--- config.mk ---
export PLATFORM = sky130hd
export DESIGN_NAME = uart_rx_fifo
export DESIGN_NICKNAME = d
export VERILOG_FILES = /design/src/rtl/uart_rx_fifo.sv
export SDC_FILE = /design/constraint.sdc
export NUM_CORES = 1
export LEC_CHECK = 0
export ABC_AREA = 1
export BUFFER_PORTS_ARGS = -buffer_cell sky130_fd_sc_hd__buf_2
export CAP_MARGIN = 20
export CORE_UTILIZATION = 54
export DETAILED_ROUTE_END_ITERATION = 7
export GPL_TIMING_DRIVEN = 0
export PLACE_DENSITY = 0.82
export SKIP_LAST_GASP = 1
export SYNTH_ARGS = -nofsm -noshare
export SYNTH_HDL_FRONTEND = slang
export SYNTH_SLANG_ARGS = --single-unit
--- constraint.sdc ---
create_clock -name clk -period 1.9 [get_ports clk]
set_input_delay 0.095 -clock clk [delete_from_list [all_inputs] [get_ports clk]]
set_output_delay 0.095 -clock clk [all_outputs]
set_load 0.02 [all_outputs]
--- src/rtl/uart_rx_fifo.sv ---
// UART receiver with a synchronizer, a bit-sampling FSM and a small receive FIFO.
// Optional parity checking is compiled in when UART_RX_PARITY_EN is defined.
module uart_rx_fifo #(
    parameter int DATA_WIDTH  = 8,
    parameter int BAUD_PERIOD = 868,
    parameter int FIFO_DEPTH  = 4,
    parameter int PARITY_ODD  = 0
) (
    input  logic                          clk,
    input  logic                          rst_l,
    input  logic                          rx,
    output logic [DATA_WIDTH-1:0]         rx_data,
    output logic                          rx_valid,
    input  logic                          rx_ready,
    output logic [$clog2(FIFO_DEPTH):0]   fifo_count,
    output logic                          frame_err,
    output logic                          overrun_err,
    output logic                          parity_err,
    input  logic                          clr_err
);

    localparam int CW = $clog2(BAUD_PERIOD);
    localparam int BW = $clog2(DATA_WIDTH + 1);
    localparam int AW = $clog2(FIFO_DEPTH);
    localparam logic [CW-1:0] BAUD_HALF = CW'((BAUD_PERIOD >> 1) - 1);
    localparam logic [CW-1:0] BAUD_FULL = CW'(BAUD_PERIOD - 1);
    localparam logic [BW-1:0] LAST_BIT  = BW'(DATA_WIDTH - 1);
    localparam logic [AW:0]   FIFO_FULL = (AW + 1)'(FIFO_DEPTH);

    generate
        if (DATA_WIDTH < 5 || DATA_WIDTH > 16 || BAUD_PERIOD < 4 || FIFO_DEPTH < 2 ||
            (FIFO_DEPTH & (FIFO_DEPTH - 1)) != 0 || PARITY_ODD < 0 || PARITY_ODD > 1) begin : g_bad_param
            $error("uart_rx_fifo: illegal parameter value");
        end
    endgenerate

`ifdef UART_RX_PARITY_EN
    typedef enum logic [2:0] {IDLE, START, DATA, PARITY, STOP} state_t;
`else
    typedef enum logic [2:0] {IDLE, START, DATA, STOP} state_t;
`endif

    state_t                  r_state, w_state_next;
    logic                    r_s1, r_s2, r_s3;
    logic [CW-1:0]           r_baud;
    logic [BW-1:0]           r_bitcnt;
    logic [DATA_WIDTH-1:0]   r_shift;
    logic                    r_frame_err, r_overrun_err;
    logic [DATA_WIDTH-1:0]   r_mem [FIFO_DEPTH];
    logic [AW-1:0]           r_wr_ptr, r_rd_ptr;
    logic [AW:0]             r_count;
    logic                    w_start_det, w_sample, w_stop_sample;
    logic                    w_pop, w_push, w_good, w_set_frame, w_set_ovr;

    always_ff @(posedge clk or negedge rst_l) begin
        if (!rst_l) begin
            r_s1 <= 1'b1;
            r_s2 <= 1'b1;
            r_s3 <= 1'b1;
        end else begin
            r_s1 <= rx;
            r_s2 <= r_s1;
            r_s3 <= r_s2;
        end
    end

    // A falling edge is required, so a held-low break never retriggers a frame.
    assign w_start_det = r_s3 & ~r_s2;
    assign w_sample    = (r_state != IDLE) && (r_baud == '0);

    always_ff @(posedge clk or negedge rst_l) begin
        if (!rst_l) r_state <= IDLE;
        else        r_state <= w_state_next;
    end

    always_comb begin
        w_state_next  = r_state;
        w_stop_sample = 1'b0;
        case (r_state)
            IDLE:  if (w_start_det) w_state_next = START;
            START: if (w_sample) w_state_next = r_s2 ? IDLE : DATA;
`ifdef UART_RX_PARITY_EN
            DATA:   if (w_sample && r_bitcnt == LAST_BIT) w_state_next = PARITY;
            PARITY: if (w_sample) w_state_next = STOP;
`else
            DATA:   if (w_sample && r_bitcnt == LAST_BIT) w_state_next = STOP;
`endif
            STOP: begin
                if (w_sample) begin
                    w_state_next  = IDLE;
                    w_stop_sample = 1'b1;
                end
            end
            default: w_state_next = IDLE;
        endcase
    end

`ifdef UART_RX_PARITY_EN
    logic r_par_bad, r_parity_err, w_set_par;
    assign w_set_par  = w_stop_sample & r_s2 & r_par_bad;
    assign w_good     = w_stop_sample & r_s2 & ~r_par_bad;
    assign parity_err = r_parity_err;

    always_ff @(posedge clk or negedge rst_l) begin
        if (!rst_l) begin
            r_par_bad    <= 1'b0;
            r_parity_err <= 1'b0;
        end else begin
            if (w_sample && r_state == PARITY)
                r_par_bad <= r_s2 ^ (^r_shift) ^ (PARITY_ODD != 0);
            if (w_set_par)    r_parity_err <= 1'b1;
            else if (clr_err) r_parity_err <= 1'b0;
        end
    end
`else
    assign w_good     = w_stop_sample & r_s2;
    assign parity_err = 1'b0;
`endif

    assign w_pop       = rx_valid & rx_ready;
    assign w_set_frame = w_stop_sample & ~r_s2;
    // A pop in the same cycle frees a slot, so a full FIFO can still accept.
    assign w_set_ovr   = w_good & (r_count == FIFO_FULL) & ~w_pop;
    assign w_push      = w_good & ((r_count != FIFO_FULL) | w_pop);

    always_ff @(posedge clk or negedge rst_l) begin
        if (!rst_l) begin
            r_baud        <= '0;
            r_bitcnt      <= '0;
            r_shift       <= '0;
            r_frame_err   <= 1'b0;
            r_overrun_err <= 1'b0;
            r_wr_ptr      <= '0;
            r_rd_ptr      <= '0;
            r_count       <= '0;
        end else begin
            if (r_state == IDLE) begin
                if (w_start_det) r_baud <= BAUD_HALF;
            end else if (r_baud == '0) begin
                r_baud <= BAUD_FULL;
            end else begin
                r_baud <= r_baud - 1'b1;
            end

            if (w_sample && r_state == START) r_bitcnt <= '0;
            if (w_sample && r_state == DATA) begin
                r_shift  <= {r_s2, r_shift[DATA_WIDTH-1:1]};
                r_bitcnt <= r_bitcnt + 1'b1;
            end

            if (w_set_frame)  r_frame_err <= 1'b1;
            else if (clr_err) r_frame_err <= 1'b0;
            if (w_set_ovr)    r_overrun_err <= 1'b1;
            else if (clr_err) r_overrun_err <= 1'b0;

            if (w_push) r_wr_ptr <= r_wr_ptr + 1'b1;
            if (w_pop)  r_rd_ptr <= r_rd_ptr + 1'b1;
            case ({w_push, w_pop})
                2'b10:   r_count <= r_count + 1'b1;
                2'b01:   r_count <= r_count - 1'b1;
                default: ;
            endcase
        end
    end

    always_ff @(posedge clk) begin
        if (w_push) r_mem[r_wr_ptr] <= r_shift;
    end

    assign rx_valid    = (r_count != '0);
    assign rx_data     = rx_valid ? r_mem[r_rd_ptr] : '0;
    assign fifo_count  = r_count;
    assign frame_err   = r_frame_err;
    assign overrun_err = r_overrun_err;

endmodule

==> out/summary.txt <==
first-pass GRT wire length -> 9760 um
nets -> 359
initial antenna violation count -> 0
CP max stage cell -> fa_2
# Max-Cap Violations -> 0
PwrDens -> 1340 nW/um2
failing checks -> setup timing
floorplan die height -> 77.5 um
clock tree root buffer cell -> clkbuf_8
syn nets -> 315
Clock transition at path regs -> 0.07 ns
critical path launch point type -> flop
Post-Route WL -> 6220 um
Seq cells post-synth -> 68
routed vias -> 2219
Skew-Pair Late Insertion Delay -> 0.34 ns
internal power consumption -> 0.00300 W
die area -> 6010 um2
Psw -> 0.00195 W
Pins Over Slew Limit -> 0
Final Wtd Congestion -> 0.794
Min-Delay Path Class -> primary input to flop
Initial Utilization -> 56.0%
Bufs and invs on worst path -> 2
Critical Path Fanout Max -> 3
ys async rst share -> 52.9%
Core Area -> 5510 um2
Netlist Area Pre-Place -> 3080 um2
layout cells sized above 1 -> 25.6%
status -> finished with violations
1st-iter DRT viols -> 150
Syn Inst Count -> 302
FF-to-FF Start -> r_baud[1]$_DFFE_PN0N_
Tmin final -> 1.97 ns
RSZ-0062 raised after global routing -> true
DR vias/cell -> 5.25
Slew Limit Headroom -> 46.2%
GRT Overall Usage -> 22.1%
slowest stage delay, CP -> 0.46 ns
H-Tree Depth -> 3
Max VDD drop -> 818 uV
Bufs on Longest Clock Path -> 2
PortBufs -> 18
GRT overflow -> 0
Antenna Cells -> 0
hold_sp -> rx_ready
CP delay by family, top -> simple AND/OR/NAND/NOR gates
FP Rows -> 27
Final setup viols -> 2
fmax -> 0.507 GHz
Critical Path AT -> 2.24 ns
dominant synthesized flop cell -> dfrtp_1
worst-case hold slack -> 0.234 ns
# IOs -> 20
Leakage -> 1.61 nW
met2 Track Usage GR -> 39.1%
CTS Sinks -> 68
hpwl dp -> 3670 um
Clock Skews -> 0.0101 ns
clock share of power -> 22.5%
ANT nets after route -> 0
cells along the critical path -> inv_2 -> ha_4 -> inv_2 -> nor2_2 -> nand2_2 -> nor3_4 -> nand2_2 -> nand2_4 -> fa_2 -> a21oi_2
total clock buffers created by CTS -> 9
Pwr Total -> 0.00495 W
Avg WL per Cell -> 14.7 um
Setup crit end kind -> flop
Switching Share -> 39.4%
fin worst setup slack -> -0.0736 ns
Die X -> 77.5 um
final worst-path cycle share -> 104%
grt met1 use -> 24.4%
Crit Path Category -> flop to flop
Yosys cell types -> 33
part of the power in combinational logic -> 38.3%
Seq pwr share -> 39.3%
pin count of the biggest net entering global routing -> 37
worst setup path start -> r_baud[1]$_DFFE_PN0N_
Data required, critical path -> 2.17 ns
CTS tree -> done
met3 Use GR -> 6.35%
GRT busiest layer -> met2
Pre-antenna DRT Iters -> 4
residual DRC count -> 0
Final Hold Viols -> 0
register area share after synthesis -> 60.5%
vias in the first global route -> 2104
warning count from the yosys run -> 0
Worst-Margin Slew -> 0.806 ns
syn avg cell area -> 10.2 um2
Syn-to-layout area delta -> 19.6%
Post-synth EDFFs -> 32
layer usage:
metal / part of all wire [%] / vias to the layer above / wire (um)
li1: - / 1083 / -
met1: 41 / 1062 / 2570
met5: 0 / - / 0
met3: 3.2 / 18 / 199
met2: 53 / 56 / 3270
met4: 2.9 / 0 / 180
worst paths after layout:
kind / endpoint / slack (ns) / cells after the start
worst max-delay path: fifo_count[1]$_DFFE_PN0P_ / -0.07 / 10
worst min-delay path: r_rd_ptr[0]$_DFFE_PN0P_ / 0.23 / 4
worst max register to register: fifo_count[1]$_DFFE_PN0P_ / -0.07 / 10
worst min register to register: r_s2$_DFF_PN1_ / 0.36 / 0
max in group asynchronous: r_rd_ptr[1]$_DFFE_PN0P_ / 0.95 / 2
min in group asynchronous: r_bitcnt[0]$_DFFE_PN0P_ / 0.38 / 2
timing repair:
item / in CTS / in global routing
setup endpoints to repair: 42 / 43
hold buffers: 3 / 0
resized for setup: 12 / 17
buffers inserted: 10 / 5
pin swaps: 7 / 11
endpoints found under the hold margin: 36 / 0
power groups by stage:
| stage | combinational (W) | clock [W] | sequential (W) |
|---|---|---|---|
| 3_3_place_gp | 0.00166 | 0 | 0.00188 |
| 4_1_cts | 0.00173 | 0.00112 | 0.00193 |
| 6_report | 0.00190 | 0.00111 | 0.00195 |
| 2_1_floorplan | 0.00123 | 0 | 0.00190 |
| 3_5_place_dp | 0.00173 | 0 | 0.00189 |
| 5_1_grt | 0.00212 | 0.00118 | 0.00196 |
flip-flops by register name, summed over array words and instances (netlist names):
name / flops
r_bitcnt: 4
r_s1: 1
r_s3: 1
fifo_count: 3
r_s2: 1
r_wr_ptr: 2
frame_err: 1
r_rd_ptr: 2
r_mem: 32
overrun_err: 1
r_shift: 8
r_baud: 10
r_state: 2
synthesized netlist by cell type, drive strengths merged, types with 2 or more instances:
cell type / count / area [um2]
clkbuf: 2 / 7.51
buf: 3 / 16.3
o211ai: 3 / 22.5
a21oi: 15 / 75.1
nand3: 8 / 40.0
dfrtp: 33 / 826
nand2: 42 / 193
nor2: 59 / 275
xnor2: 2 / 17.5
o22ai: 3 / 18.8
nor3: 3 / 26.3
inv: 39 / 149
ha: 7 / 87.6
o21ai: 36 / 180
dfstp: 3 / 78.8
edfxtp: 32 / 961
xor2: 5 / 43.8
nand4: 2 / 12.5
cells by family (layout without fill, tap and decap cells):
family                   after synthesis  count (layout)  share of synthesized area (%)
buffers and inverters                 44              93                           5.60
XOR/XNOR                               7               7                           1.99
other                                  1               1                          0.122
adder cells (fa/ha/maj)                8               8                           3.49
AND/OR/NAND/NOR                      114             114                           17.7
flip-flops                            68              68                           60.5
AO/OA/AOI/OAI                         60              60                           10.5
cell type report:
cell class,instances,area [um2]
clock inverters,3,40.0
flip-flops and latches,68,1870
multi-input cells,190,1130
repair buffers,36,258
inverters,39,149
fillers,400,1820
clock buffers,13,139
plain buffers,2,15.0
well taps,72,90.1
per-stage QoR:
stage          util (%)  TNS, ns  cell area [um2]  instances  worst slack [ns]
3_3_place_gp       59.2   -16.21             3260        392            -0.514
2_1_floorplan         -    -4.09             3080        302            -0.128
4_1_cts            65.5   -0.461             3610        419           -0.0442
5_1_grt            66.9    -1.08             3690        423            -0.172
3_5_place_dp       59.2   -17.97             3260        392            -0.591
6_report           66.9   -0.112             3690        423           -0.0736
layout by cell type, fill, tap and decap left out, drive strengths merged, types with 2 or more instances in the layout:
| cell type | netlist | final |
|---|---|---|
| xnor2 | 2 | 2 |
| nor3 | 3 | 3 |
| edfxtp | 32 | 32 |
| nor2 | 59 | 59 |
| o22ai | 3 | 3 |
| nand4 | 2 | 2 |
| inv | 39 | 39 |
| o21ai | 36 | 36 |
| clkbuf | 2 | 14 |
| ha | 7 | 7 |
| nand3 | 8 | 8 |
| buf | 3 | 34 |
| clkinv | 0 | 2 |
| a21oi | 15 | 15 |
| dfstp | 3 | 3 |
| xor2 | 5 | 5 |
| dlygate4sd3 | 0 | 3 |
| nand2 | 42 | 42 |
| dfrtp | 33 | 33 |
| o211ai | 3 | 3 |
tightest hold or removal path, delay by kind of cell:
family | cells | cell delay (ns)
buffers and inverters | 1 | 0.11
and+or+nand+nor | 3 | 0.33
No activity file was read; power rests on OpenSTA's default activity.
